==> src/rtl/ntt_bf_sched.sv <==
// Butterfly scheduler for a 256-point NTT/INTT: walks 7 layers x 128 butterflies,
// feeds a pipelined PE and writes results back via an address queue.
module ntt_bf_sched #(
   parameter int unsigned PE_LAT   = 4,
   parameter int unsigned AQ_DEPTH = 8
) (
   input  logic        clk,
   input  logic        rst,
   input  logic        start_i,
   input  logic        mode_i,
   output logic        busy_o,
   output logic        done_o,
   output logic        err_o,
   output logic        rd_en_o,
   output logic [7:0]  rd_addr0_o,
   output logic [7:0]  rd_addr1_o,
   input  logic [11:0] rd_data0_i,
   input  logic [11:0] rd_data1_i,
   output logic [6:0]  tw_addr_o,
   input  logic [11:0] tw_data_i,
   output logic [11:0] pe_a_o,
   output logic [11:0] pe_b_o,
   output logic [11:0] pe_w_o,
   output logic [3:0]  pe_ctrl_o,
   output logic        pe_valid_o,
   input  logic [11:0] pe_u_i,
   input  logic [11:0] pe_v_i,
   input  logic        pe_valid_i,
   output logic        wr_en_o,
   output logic [7:0]  wr_addr0_o,
   output logic [7:0]  wr_addr1_o,
   output logic [11:0] wr_data0_o,
   output logic [11:0] wr_data1_o
);

   localparam int unsigned AW  = 8;
   localparam int unsigned KW  = 7;
   localparam int unsigned QAW = (AQ_DEPTH > 1) ? $clog2(AQ_DEPTH) : 1;
   localparam int unsigned QCW = $clog2(AQ_DEPTH + 1);
   localparam int unsigned FW  = $clog2(PE_LAT + 2);

   localparam logic [1:0] S_IDLE  = 2'd0;
   localparam logic [1:0] S_ISSUE = 2'd1;
   localparam logic [1:0] S_DRAIN = 2'd2;
   localparam logic [1:0] S_DONE  = 2'd3;

   logic [1:0]    state_q, state_d;
   logic          mode_q, mode_d;
   logic [2:0]    l_q, l_d;
   logic [6:0]    bf_q, bf_d;
   logic          rd_en_q, rd_en_d;
   logic [AW-1:0] rd_addr0_q, rd_addr0_d, rd_addr1_q, rd_addr1_d;
   logic [KW-1:0] tw_addr_q, tw_addr_d;
   logic          pe_valid_q, pe_valid_d;
   logic [AW-1:0] p_addr0_q, p_addr0_d, p_addr1_q, p_addr1_d;
   logic          busy_q, busy_d, done_q, done_d, err_q, err_d;
   logic [3:0]    ctrl_q, ctrl_d;
   logic [QAW-1:0] wptr_q, wptr_d, rptr_q, rptr_d;
   logic [QCW-1:0] cnt_q, cnt_d;
   logic [FW-1:0]  flush_q, flush_d;
   logic [2*AW-1:0] aq_q [AQ_DEPTH];

   logic [2:0]    shamt;
   logic [AW-1:0] bf8, lo_mask, addr0_w, addr1_w, grp_w;
   logic [KW-1:0] tw_w;
   logic          push, pop, err_set, accept, layer_done;

   // Next-state, address generation and address-queue bookkeeping
   always_comb begin
      state_d    = state_q;
      mode_d     = mode_q;
      l_d        = l_q;
      bf_d       = bf_q;
      rd_en_d    = 1'b0;
      rd_addr0_d = '0;
      rd_addr1_d = '0;
      tw_addr_d  = '0;
      pe_valid_d = rd_en_q;
      p_addr0_d  = rd_addr0_q;
      p_addr1_d  = rd_addr1_q;
      wptr_d     = wptr_q;
      rptr_d     = rptr_q;
      cnt_d      = cnt_q;
      flush_d    = (flush_q != '0) ? FW'(flush_q - FW'(1)) : '0;
      accept     = 1'b0;
      layer_done = 1'b0;

      // Butterfly span is 2^shamt; addr0 is bf with a zero inserted at bit shamt
      shamt   = mode_q ? 3'(l_q + 3'd1) : 3'(3'd7 - l_q);
      bf8     = {1'b0, bf_q};
      lo_mask = AW'((8'd1 << shamt) - 8'd1);
      addr0_w = AW'(((bf8 & ~lo_mask) << 1) | (bf8 & lo_mask));
      addr1_w = addr0_w | AW'(8'd1 << shamt);
      grp_w   = bf8 >> shamt;
      tw_w    = mode_q ? KW'((8'd128 >> l_q) - 8'd1 - grp_w)
                       : KW'((8'd1 << l_q) + grp_w);

      // Results returning within the post-reset window belong to an aborted run
      push    = pe_valid_q;
      pop     = pe_valid_i && (cnt_q != '0) && (flush_q == '0);
      err_set = pe_valid_i && (cnt_q == '0) && (flush_q == '0);

      if (push) wptr_d = (wptr_q == QAW'(AQ_DEPTH - 1)) ? '0 : QAW'(wptr_q + QAW'(1));
      if (pop)  rptr_d = (rptr_q == QAW'(AQ_DEPTH - 1)) ? '0 : QAW'(rptr_q + QAW'(1));
      if (push && !pop)      cnt_d = QCW'(cnt_q + QCW'(1));
      else if (pop && !push) cnt_d = QCW'(cnt_q - QCW'(1));

      case (state_q)
         S_IDLE: begin
            if (start_i) begin
               accept  = 1'b1;
               state_d = S_ISSUE;
               mode_d  = mode_i;
               l_d     = '0;
               bf_d    = '0;
            end
         end
         S_ISSUE: begin
            rd_en_d    = 1'b1;
            rd_addr0_d = addr0_w;
            rd_addr1_d = addr1_w;
            tw_addr_d  = tw_w;
            bf_d       = 7'(bf_q + 7'd1);
            if (bf_q == 7'd127) state_d = S_DRAIN;
         end
         S_DRAIN: begin
            // Next layer only once every write of this layer has left
            layer_done = (cnt_d == '0) && !pe_valid_q && !rd_en_q;
            if (layer_done) begin
               if (l_q == 3'd6) begin
                  state_d = S_DONE;
               end else begin
                  state_d = S_ISSUE;
                  l_d     = 3'(l_q + 3'd1);
                  bf_d    = '0;
               end
            end
         end
         default: state_d = S_IDLE;
      endcase

      err_d  = accept ? 1'b0 : (err_q | err_set);
      busy_d = (state_d == S_ISSUE) || (state_d == S_DRAIN);
      done_d = (state_d == S_DONE);
      ctrl_d = (state_d == S_IDLE) ? 4'd0 : {3'b000, mode_d};
   end

   always_ff @(posedge clk) begin
      if (rst) begin
         state_q    <= S_IDLE;
         mode_q     <= 1'b0;
         l_q        <= '0;
         bf_q       <= '0;
         rd_en_q    <= 1'b0;
         rd_addr0_q <= '0;
         rd_addr1_q <= '0;
         tw_addr_q  <= '0;
         pe_valid_q <= 1'b0;
         p_addr0_q  <= '0;
         p_addr1_q  <= '0;
         busy_q     <= 1'b0;
         done_q     <= 1'b0;
         err_q      <= 1'b0;
         ctrl_q     <= '0;
         wptr_q     <= '0;
         rptr_q     <= '0;
         cnt_q      <= '0;
         flush_q    <= FW'(PE_LAT + 1);
      end else begin
         state_q    <= state_d;
         mode_q     <= mode_d;
         l_q        <= l_d;
         bf_q       <= bf_d;
         rd_en_q    <= rd_en_d;
         rd_addr0_q <= rd_addr0_d;
         rd_addr1_q <= rd_addr1_d;
         tw_addr_q  <= tw_addr_d;
         pe_valid_q <= pe_valid_d;
         p_addr0_q  <= p_addr0_d;
         p_addr1_q  <= p_addr1_d;
         busy_q     <= busy_d;
         done_q     <= done_d;
         err_q      <= err_d;
         ctrl_q     <= ctrl_d;
         wptr_q     <= wptr_d;
         rptr_q     <= rptr_d;
         cnt_q      <= cnt_d;
         flush_q    <= flush_d;
      end
   end

   // Address-queue storage; occupancy is tracked by the pointers above
   always_ff @(posedge clk) begin
      if (!rst && push) aq_q[wptr_q] <= {p_addr0_q, p_addr1_q};
   end

   assign busy_o     = busy_q;
   assign done_o     = done_q;
   assign err_o      = err_q;
   assign rd_en_o    = rd_en_q;
   assign rd_addr0_o = rd_addr0_q;
   assign rd_addr1_o = rd_addr1_q;
   assign tw_addr_o  = tw_addr_q;
   assign pe_valid_o = pe_valid_q;
   assign pe_ctrl_o  = ctrl_q;
   assign pe_a_o     = pe_valid_q ? rd_data0_i : '0;
   assign pe_b_o     = pe_valid_q ? rd_data1_i : '0;
   assign pe_w_o     = pe_valid_q ? tw_data_i  : '0;
   assign wr_en_o    = pop && !rst;
   assign wr_addr0_o = wr_en_o ? aq_q[rptr_q][2*AW-1:AW] : '0;
   assign wr_addr1_o = wr_en_o ? aq_q[rptr_q][AW-1:0]    : '0;
   assign wr_data0_o = wr_en_o ? pe_u_i : '0;
   assign wr_data1_o = wr_en_o ? pe_v_i : '0;

endmodule
==> config.mk <==
export PLATFORM = sky130hd
export DESIGN_NAME = ntt_bf_sched
export DESIGN_NICKNAME = d
export VERILOG_FILES = /design/src/rtl/ntt_bf_sched.sv
export SDC_FILE = /design/constraint.sdc
export NUM_CORES = 1
export LEC_CHECK = 0
export ABC_AREA = 1
export BUFFER_PORTS_ARGS = -buffer_cell sky130_fd_sc_hd__buf_2
export CAP_MARGIN = 20
export CORE_ASPECT_RATIO = 2
export CORE_MARGIN = 4
export CORE_UTILIZATION = 50
export CTS_BUF_LIST = sky130_fd_sc_hd__clkbuf_2 sky130_fd_sc_hd__clkbuf_4 sky130_fd_sc_hd__clkbuf_8
export DETAILED_ROUTE_END_ITERATION = 6
export GPL_ROUTABILITY_DRIVEN = 0
export MAX_ROUTING_LAYER = met4
export PLACE_DENSITY = 0.78
export SLEW_MARGIN = 20
export SYNTH_ARGS = -nofsm -noshare
export SYNTH_HDL_FRONTEND = slang
export SYNTH_SLANG_ARGS = --single-unit
export TNS_END_PERCENT = 1
==> constraint.sdc <==
create_clock -name clk -period 7.8 [get_ports clk]
set_clock_uncertainty 0.1 [all_clocks]
set_input_delay 0.78 -clock clk [delete_from_list [all_inputs] [get_ports clk]]
set_output_delay 0.78 -clock clk [all_outputs]
set_load 0.01 [all_outputs]
==> results.yml <==
clocking:
  path_clk_slew_ps: 80
  cts-hold-fix-buffers: 0
  ctsResizeCount: 0
  clock-sinks: 202
  h-tree-depth: 1
  postCtsSetupBuffers: 0
  clock-root-buffer: "clkbuf_8"
  cts_made_buffers: 27
  clockBufferDepth: 3
  cts_tree: "done"
  clock_latency_ps: 560
sta:
  fin_ws_ps: 3840
  worst_slew_pin_slew_ps: 987
  fmax_mhz: 252
  drv_slew: 0
  tns_ps: 0
  rsz0062_at_grt: "false"
  hold_violations: 0
  finalCriticalPeriod_ps: 3960
  setup_violations: 0
  fin_crit_sh_pct: 50.8
  max-slew-margin-rel_pct: 34.1
synthesis:
  yosysMostFrequentCell: "nor2_1"
  synth-edff-count: 128
  synth_area_sq_mm: 0.00932
  synthFlopType: "edfxtp_1"
  synthArstFlopShare_pct: 0
  ys_top_cells_by_count: "nor2_1 (164), inv_1 (157), nand2_1 (140), edfxtp_1 (128), o21ai_0 (88)"
  avgSynthCellArea_sq_um: 9.32
  yosys.area.top_type: "edfxtp_1"
  synth_seq_area_share_pct: 57.2
  ys_top_cells_by_area: "edfxtp_1 (41%), dfxtp_1 (16%), nor2_1 (6.6%)"
  synth.top_cell.area_share_pct: 41.3
  synth_seq_cells: 202
  syn-instance-count: 999
  yosys_warnings: 0
  synth.distinct_cells: 43
power_and_ir_drop:
  vdd_ir_drop_max_v: 0.000159
  power_density_mw_per_mm2: 208
  leakagePower_uw: 0.00514
route:
  antenna_left: 0
  totalWireLength_mm: 22.9
  drc: 0
  viasPerCell: 5.24
  drt_iter0_markers: 377
  wl_per_cell_um: 16.3
  dr.pass1.iters: 4
  vias: 7360
setup_path:
  critPathLaunchType: "flop"
  worstPathArrival_ps: 4340
  worstSetupEndpointType: "flop"
  cp_top_family: "compound AO/OA/AOI/OAI gates"
  path_cells: "inv_1 -> ha_1 -> nand2_1 -> o21ai_2 -> inv_1 -> nand2_1 -> o21ai_0 -> inv_1 -> o21ai_0 -> inv_1 -> ha_1 -> inv_1 -> fa_1 -> o31ai_1 -> nand2_1 -> nand2_1 -> a21oi_1 -> xor2_1 -> nand2_1 -> a21oi_1"
  rr_endpoint: "tw_addr_o[6]"
  path_class: "flop to flop"
  worst_path_max_delay_cell: "dfxtp_1"
  r2r_start: "l_q[0]"
  path_max_fanout: 17
  reg2reg_depth: 20
  slowest_delay_ps: 640
  cp_data_required_time_ps: 8170
  ff2ff_setup_slack_ps: 3840
  critPathBufInv: 5
floorplanning:
  rows: 70
  die_h_um: 201
  die_area_sq_mm: 0.0210
  coreArea_sq_mm: 0.0183
  start_util_pct: 50.9
  io_pins: 174
  die_w_um: 105
min_path:
  hold_path_startpoint: "rd_addr1_o[6]"
  min_to: "p_addr1_q[6]"
  hold_path.class: "flop to flop"
  holdPathStages: 2
global_route:
  grt_pass1_wl_mm: 36.3
  antenna_found_initial: 0
  grt_max_degree: 66
  grt_pass1_vias: 7397
  grt_util_all_layers_pct: 22.2
  overflow: 0
cells_and_area:
  areaGrowthSynthToFinish_pct: 18.1
  instances_no_fill: 1404
  nNetsFinal: 1265
  antenna_cells: 0
  drive_above_1_share_pct: 24.1
place:
  dp_hpwl_mm: 15.9
  port_buffers: 170
  dp.cells: 1354
  pre_cts_slack_ps: 3960
run:
  drv_cap: 0
outcome:
  outcome: "finished clean"
-- per-stage QoR --
step	utilization, %	hold slack [ps]	power, uW	area (sq um)
6_report	60.1	322	2290	11000
3_3_place_gp	56.4	312	1350	10300
3_5_place_dp	56.4	316	1350	10300
4_1_cts	60.1	326	2300	11000
2_1_floorplan	-	311	1300	9320
5_1_grt	60.1	346	2380	11000
-- final cells by class --
type                       instances  area [sq um]
multi-input combinational        593          3190
timing repair buffer             181           933
sequential                       202          5330
inverter                         162           609
fill                            1523          7300
clock inverter                    16           221
clock buffer                      34           455
tap                              216           270
-- flip-flops by register name, summed over array words and instances (netlist names), 2 cells and up, named ones only --
signal	cells
bf_q	7
rd_addr1_o	8
l_q	3
aq_q	128
cnt_q	4
flush_q	3
p_addr0_q	8
wptr_q	3
state_q	2
rd_addr0_o	8
p_addr1_q	8
rptr_q	3
tw_addr_o	7
-- where the power goes --
part	switching [uW]	internal, uW	total, uW
combinational	114	66.6	181
sequential	14.2	1140	1150
clock	397	557	954
-- how the worst max path moves through the flow --
stage	start	end	cells after the start
5_1_grt	l_q[0]	tw_addr_o[5]	18
3_3_place_gp	l_q[0]	tw_addr_o[5]	18
6_report	l_q[0]	tw_addr_o[6]	20
3_5_place_dp	l_q[0]	tw_addr_o[6]	20
4_1_cts	l_q[0]	tw_addr_o[6]	20
2_1_floorplan	l_q[0]	tw_addr_o[5]	19
-- cells in the final DEF, fill, tap and decap left out, drive strengths merged --
cell	count
a21o	1
o31ai	1
xnor2	1
o21a	1
buf	181
o22ai	2
o211a	1
edfxtp	128
nor2	166
or2	7
xor2	9
a31oi	1
nor4	1
fa	2
nand2	146
ha	31
conb	3
dfxtp	74
nor3	23
nand4	4
clkinv	10
nand3	23
bufinv	5
a22oi	1
o211ai	4
a21oi	38
and2	1
clkbuf	34
o221a	32
clkinvlp	2
o21ai	94
inv	161
-- metal layers --
layer,global-route usage (%),vias up,routed length (um),share of wire [%]
met5,-,-,0,0
met1,22.1,3432,7930,35
li1,-,3615,-,-
met2,41.9,245,12900,56
met4,9.80,0,931,4.1
met3,3.32,68,1170,5.1
-- cell families (layout without fill, tap and decap cells) --
group           Yosys count  in the layout  share of synthesized area [%]
buf+inv                 206            393                           8.68
xor+xnor                 10             10                          0.940
other cells               1              3                         0.0403
simple gates            371            371                           16.5
compound gates          176            176                           12.1
fa+ha+maj                33             33                           4.59
flops                   202            202                           57.2
-- worst min-delay path, delay by kind of cell (launching register included) --
kind	cells	cell delay [ps]
buffers and inverters	1	50
DFF	1	310
and+or+nand+nor	1	30
Power figures use the tool's default switching activity.
